**src/rtl/instr_fetch.sv**
```systemverilog
// Instruction fetch stage: issues PC reads, buffers returns in a 2-entry FIFO, redirects the PC on jumps/overflow.
// Optional: define IF_JUMP_SQUASH_EN to keep jump instructions out of the FIFO.
module instr_fetch #(
   parameter logic [3:0] JMP_OPCODE    = 4'hF,
   parameter int         FLUSH_TIMEOUT = 8
) (
   input  logic        clk,
   input  logic        rstn,
   input  logic [7:0]  current_addr,
   output logic        pc_select,
   output logic [7:0]  jump_address,
   output logic        imem_en,
   output logic [7:0]  imem_addr,
   input  logic [15:0] imem_rdata,
   output logic        instr_valid,
   output logic [15:0] instr,
   output logic [7:0]  instr_addr,
   input  logic        dec_ready,
   output logic        flushing
);

   localparam int CW = $clog2(FLUSH_TIMEOUT) + 1;

   typedef enum logic {RUN, FLUSH} state_t;

   state_t          state_reg, state_next;
   logic [CW-1:0]   cnt_reg, cnt_next;
   logic            pc_select_reg, pc_select_next;
   logic [7:0]      target_reg, target_next;
   logic [7:0]      last_addr_reg;
   logic            last_addr_vld_reg;
   logic            ret_vld_reg;
   logic [7:0]      ret_addr_reg;

   logic [15:0]     fifo_instr_reg [2];
   logic [7:0]      fifo_addr_reg  [2];
   logic            rd_ptr_reg, wr_ptr_reg;
   logic [1:0]      count_reg;

   logic            issue, ret_accept, full, pop, push, is_jump, overflow, jump_take;

   assign ret_accept  = ret_vld_reg && (state_reg == RUN);
   assign full        = (count_reg == 2'd2);
   assign instr_valid = (count_reg != 2'd0);
   assign pop         = instr_valid && dec_ready;
   assign is_jump     = (imem_rdata[15:12] == JMP_OPCODE);
   assign overflow    = ret_accept && full && !pop;
   assign jump_take   = ret_accept && !overflow && is_jump;

`ifdef IF_JUMP_SQUASH_EN
   assign push = ret_accept && !overflow && !is_jump;
`else
   assign push = ret_accept && !overflow;
`endif

   always_comb begin
      state_next     = state_reg;
      cnt_next       = cnt_reg;
      pc_select_next = 1'b0;
      target_next    = target_reg;
      issue          = 1'b0;
      case (state_reg)
         RUN: begin
            issue = !last_addr_vld_reg || (current_addr != last_addr_reg);
            // Overflow wins: a dropped jump is refetched and decoded again
            if (overflow) begin
               state_next     = FLUSH;
               pc_select_next = 1'b1;
               target_next    = ret_addr_reg;
               cnt_next       = '0;
            end else if (jump_take) begin
               state_next     = FLUSH;
               pc_select_next = 1'b1;
               target_next    = imem_rdata[7:0];
               cnt_next       = '0;
            end
         end
         FLUSH: begin
            if ((cnt_reg >= CW'(2)) && (current_addr == target_reg)) begin
               issue      = 1'b1;
               state_next = RUN;
            end else if (cnt_reg == CW'(FLUSH_TIMEOUT - 1)) begin
               pc_select_next = 1'b1;
               cnt_next       = '0;
            end else begin
               cnt_next = cnt_reg + CW'(1);
            end
         end
         default: state_next = RUN;
      endcase
   end

   // Reset must force the read strobe low even though issue is combinational
   assign imem_en      = issue && rstn;
   assign imem_addr    = current_addr;
   assign pc_select    = pc_select_reg;
   assign jump_address = target_reg;
   assign flushing     = (state_reg == FLUSH);
   assign instr        = fifo_instr_reg[rd_ptr_reg];
   assign instr_addr   = fifo_addr_reg[rd_ptr_reg];

   always_ff @(posedge clk or negedge rstn) begin
      if (!rstn) begin
         state_reg         <= RUN;
         cnt_reg           <= '0;
         pc_select_reg     <= 1'b0;
         target_reg        <= '0;
         last_addr_reg     <= '0;
         last_addr_vld_reg <= 1'b0;
         ret_vld_reg       <= 1'b0;
         ret_addr_reg      <= '0;
         rd_ptr_reg        <= 1'b0;
         wr_ptr_reg        <= 1'b0;
         count_reg         <= '0;
      end else begin
         state_reg     <= state_next;
         cnt_reg       <= cnt_next;
         pc_select_reg <= pc_select_next;
         target_reg    <= target_next;
         ret_vld_reg   <= issue;
         if (issue) begin
            last_addr_reg     <= current_addr;
            last_addr_vld_reg <= 1'b1;
            ret_addr_reg      <= current_addr;
         end
         if (push) wr_ptr_reg <= ~wr_ptr_reg;
         if (pop)  rd_ptr_reg <= ~rd_ptr_reg;
         case ({push, pop})
            2'b10:   count_reg <= count_reg + 2'd1;
            2'b01:   count_reg <= count_reg - 2'd1;
            default: count_reg <= count_reg;
         endcase
      end
   end

   generate
      for (genvar gi = 0; gi < 2; gi++) begin : g_fifo
         always_ff @(posedge clk or negedge rstn) begin
            if (!rstn) begin
               fifo_instr_reg[gi] <= '0;
               fifo_addr_reg[gi]  <= '0;
            end else if (push && (wr_ptr_reg == 1'(gi))) begin
               fifo_instr_reg[gi] <= imem_rdata;
               fifo_addr_reg[gi]  <= ret_addr_reg;
            end
         end
      end
   endgenerate

endmodule
```
**config.mk**
```make
export PLATFORM = sky130hd
export DESIGN_NAME = instr_fetch
export DESIGN_NICKNAME = d
export VERILOG_FILES = /design/src/rtl/instr_fetch.sv
export SDC_FILE = /design/constraint.sdc
export NUM_CORES = 1
export LEC_CHECK = 0
export ABC_AREA = 1
export ABC_CLOCK_PERIOD_IN_PS = 2050
export CORE_MARGIN = 8
export CORE_UTILIZATION = 35
export DETAILED_ROUTE_END_ITERATION = 6
export DONT_BUFFER_PORTS = 1
export GPL_ROUTABILITY_DRIVEN = 0
export SKIP_CTS_REPAIR_TIMING = 1
export SYNTH_ARGS = -nofsm -noshare
export SYNTH_HDL_FRONTEND = slang
export SYNTH_SLANG_ARGS = --single-unit
```
**constraint.sdc**
```tcl
create_clock -name clk -period 2.05 [get_ports clk]
set_clock_uncertainty 0.2 [all_clocks]
set_input_delay 0.3075 -clock clk [delete_from_list [all_inputs] [get_ports clk]]
set_output_delay 0.3075 -clock clk [all_outputs]
set_load 0.02 [all_outputs]
```
Word-level counts from Yosys, hierarchy flattened --
Index checks and enable logic that the tools add are counted.
Storage, ports and cells: output and inout port bits 44, logic and storage cells 74, bits of input ports 27, register bits after elaboration 76
Cells by class: reduce and logical (&&, ||, !) cells 19, add/subtract/negate cells 3, equality and inequality tests 9, mux-type cells 23, magnitude comparators 2, bitwise operators 4
Operator list (count):
- $mux W16 | 3
- $mux W8 | 5
- $mux W4 | 4
- $logic_and A1 B1 Y1 | 10
- $eq A8 B8 Y1 | 1
- $ne A8 B8 Y1 | 1
- $pmux W4 S2 | 1
- $mux W1 | 6
- $pmux W1 S2 | 3
- $reduce_bool A2 Y1 | 3
- $add A4 B1 Y4 const B | 1
- $eq A2 B2 Y1 const B | 2
- $eq A4 B3 Y1 const B | 1
- $eq A4 B4 Y1 const B | 1
- $ge A4 B2 Y1 const B | 1
- $pmux W2 S2 | 1
- $reduce_and A2 Y1 | 2
- $logic_not A1 Y1 | 3
- $ne A3 B3 Y1 const B | 1
- $not A1 Y1 | 3
- $add A2 B1 Y2 const B | 1
- $eq A2 B1 Y1 const B | 1
- $ge A2 B2 Y1 const B | 1
- $ne A2 B2 Y1 const B | 1
- 3 further kinds | 3

Depth between registers and ports, before layout --
word-level depth 10, depth in mapped cells 12, mapped depth without buffers 11

Least setup slack after synthesis --
Ideal clock, no wire load.
path type register to output, start point reg cnt_reg[0], end point out imem_en, data arrival time 1.622 ns, data required time 1.542 ns, path buffers 1, slack -0.080 ns, cell stages (with the launch flop) 12, cell sequence dfrtp_1 > inv_1 > ha_1 > nor2_1 > nand2_1 > nand2_1 > nor2_1 > nand4_1 > nand2_1 > nand2_1 > buf_2 > nor2_1
On the way: word-level cells in the longest chain between the ends 5
RTL lines:
- from (decl) | line 27 | logic [CW-1:0] cnt_reg, cnt_next;
- from (signal assigned) | line 117 | cnt_reg <= cnt_next;
- $ge A4 B2 Y1 | line 79 | if ((cnt_reg >= CW'(2)) && (current_addr == target_reg)) begin
- $logic_and A1 B1 Y1 | line 79
- $mux W1 | line 79
- $pmux W1 S2 | line 62 | case (state_reg)
- $logic_and A1 B1 Y1 | line 94 | assign imem_en = issue && rstn;
- to (decl) | line 12 | output logic imem_en,
Every way passes these cells.

Final worst setup path --
Same ends and word-level chain as after synthesis.

==> results.cfg <==
[status]
outcome = finished with violations
violations = hold timing, setup timing

[clocking]
clk_pin_slew_ps = 80
cts_buffers = 9
cts-root-buf = clkbuf_8
htreeDepth = 3
cts_tree = yes
clk_latency_ps = 350
max-clock-path-buffers = 2
clock-sinks = 76

[timing]
final_max_slew_viol_count = 0
layout_min_cycle_time_ps = 2240
max_slew_margin_pct = 64.2
rsz0062_at_grt = yes
fin_ws_ps = -192
holdWs_ps = -553
post-route-period-util_pct = 109
fmaxAchievable_ghz = 0.446
hold_viol = 78
setup_viol = 1
worst_pin_slew_ps = 537

[grt]
grt_max_degree = 78
grt_pass1_wl_um = 14700
grt_pass1_vias = 2873
grt_antenna_before_repair = 1
grt_usage_pct = 13.0
grt_overflow = 0

[synthesis]
synth_top_area_cell = dfrtp_1
synth.distinct_cells = 27
synth_area_per_cell_um2 = 7.93
ys_ff_latch = 76
synth.top_cell.area_share_pct = 51.7
synth.net_count = 494
netlist_instances = 464
synth_warnings = 0
syn_area_mm2 = 0.00368
synth_area_leaders = dfrtp_1, nand2_1, o21ai_0, inv_1, nand3_1
synth_seq_area_share_pct = 51.7

[power_and_ir_drop]
p_sw_mw = 3.04
internal_power_mw = 3.95
netSwitchingFraction_pct = 43.5
sequentialPowerShare_pct = 38.5
clockPowerShare_pct = 18.1
p_comb_share_pct = 43.4
vdd_drop_max_uv = 808
total_leakage_power_nw = 2.27
cellPowerDensity_mw_per_mm2 = 1590

[routing]
dr.pass1.iters = 5
route.vias.total = 3026
viasPerCell = 4.74
drt_iter0_drc = 259
drc = 0
ant_nets = 0
wl_um = 9250
wl_per_cell_um = 14.5

[layout]
mostFrequentLayoutCell = nand2_1
n_fill_cell = 1040
multi_input_area_mm2 = 0.00145
largest_reg_flops = 32
final_cell_mix = nand2_1, dfrtp_1, inv_1, o21ai_0, dlygate4sd3_1
syn_to_final_growth_pct = 19.3
regArea_mm2 = 0.00190
layoutNonFillerInstCount = 638
fin_util_pct = 42.7
finalNetCount = 527
diodes = 0
final_layout_size_suffix_gt1_share_pct = 11.8

[floorplan]
num_rows = 37
die_h_um = 119
initial_core_util_pct = 35.8
io_pins = 71
dieWidth_um = 119
coreArea_mm2 = 0.0103
die_area_mm2 = 0.0140

[place]
io_buffer_count = 0
dpl.hpwl_um = 6190
post-place-cells = 594
dp_worst_setup_slack_ps = 149

[worst_setup_path]
path_max_fanout = 4
regToRegSetupSlack_ps = 170
cp_slowest_cell = dfrtp_1
crit_chain = inv_2 -> ha_4 -> nor2_2 -> nand2_1 -> nand2_1 -> nor2_1 -> nand4_1 -> nand2_1 -> nand2_2 -> nor2_2 -> buf_6
worstPathArrival_ps = 1730
startpoint_type = flop
crit_required_ps = 1540
cp_slowest_stage_delay_ps = 410
reg2regPathDepth = 7
worstSetupEndpointType = primary output
crit_type = reg -> out
crit_top_cell = nand2_1

[flow_run]
max_cap_viol_count = 0

[hold_path]
hold_path_class = in -> async
[synth_stat cells]
master,number
dfrtp_1,76
buf_4,8
nor2_1,14
a21oi_1,3
o21ai_2,5
inv_1,46
xnor2_1,2
buf_2,8
nor2_4,2
nand3_1,15
o21ai_0,45
nand2_4,1
or2_2,1
clkbuf_1,8
o211ai_1,8
o21ai_1,8
xor2_1,7
nand2_1,190
nand3b_1,1
buf_6,2
inv_2,2
or2_4,1
clkbuf_2,1
nand4_1,5
ha_1,3
nor3_1,1
clkinv_1,1
[worst max-delay path: cells and delay by family, from the launching register on]
kind          cells  cell delay [ps]
simple gates      8              660
flops             1              410
fa+ha+maj         1              120
buf+inv           2              210
[cell type report]
class                   count  area share (%)
clock buffers              10            3.14
clock inverters             6            2.00
inverters                  49            4.28
multi-input cells         312            33.1
flip-flops and latches     76            43.4
well taps                 136            3.88
repair buffers             49            10.2
[path summary, 6_finish.rpt]
kind	startpoint	end
max in group asynchronous	rstn	fifo_instr_reg[20]$_DFFE_PN0P_
worst min-delay path	rstn	jump_address[3]$_DFFE_PN0P_
worst max register to register	count_reg[0]$_DFFE_PN0P_	count_reg[1]$_DFFE_PN0P_
min in group clk	imem_rdata[3]	jump_address[3]$_DFFE_PN0P_
worst min register to register	last_addr_vld_reg$_DFFE_PN0P_	last_addr_vld_reg$_DFFE_PN0P_
worst max-delay path	cnt_reg[0]$_DFFE_PN0P_	imem_en
[power groups by stage]
stage	Sequential (mW)	Combinational [mW]	Clock [mW]
2_1_floorplan	2.71	2.18	0
3_3_place_gp	2.67	2.91	0
3_5_place_dp	2.70	2.97	0
4_1_cts	2.67	2.98	1.31
5_1_grt	2.79	3.42	1.36
6_report	2.69	3.03	1.27
[logic make-up (layout without fill, tap and decap cells)]
logic type      Yosys count  count (layout)  share of synthesized area, %
simple gates            231             231                          25.4
flops                    76              76                          51.7
buf+inv                  76             114                          9.29
compound gates           69              69                          10.4
xor+xnor                  9               9                          2.14
fa+ha+maj                 3               3                          1.02
[metal layers]
metal	track usage [%]	vias to the layer above	wire length, um
li1	-	1504	-
met1	17.1	1411	4560
met2	19.0	98	3880
met3	5.57	11	702
met4	3.72	2	102
met5	0	-	8
[through the flow]
| stage | hold slack [ps] | area (um^2) | TNS (ps) | power (mW) |
|---|---|---|---|---|
| 6_report | -553 | 4390 | -192 | 6.99 |
| 5_1_grt | -592 | 4390 | -327 | 7.57 |
| 4_1_cts | -574 | 4090 | -245 | 6.96 |
| 3_5_place_dp | -185 | 3860 | 0 | 5.66 |
| 3_3_place_gp | -186 | 3860 | 0 | 5.58 |
| 2_1_floorplan | -188 | 3680 | 0 | 4.89 |
No activity file was read; power rests on OpenSTA's default activity.
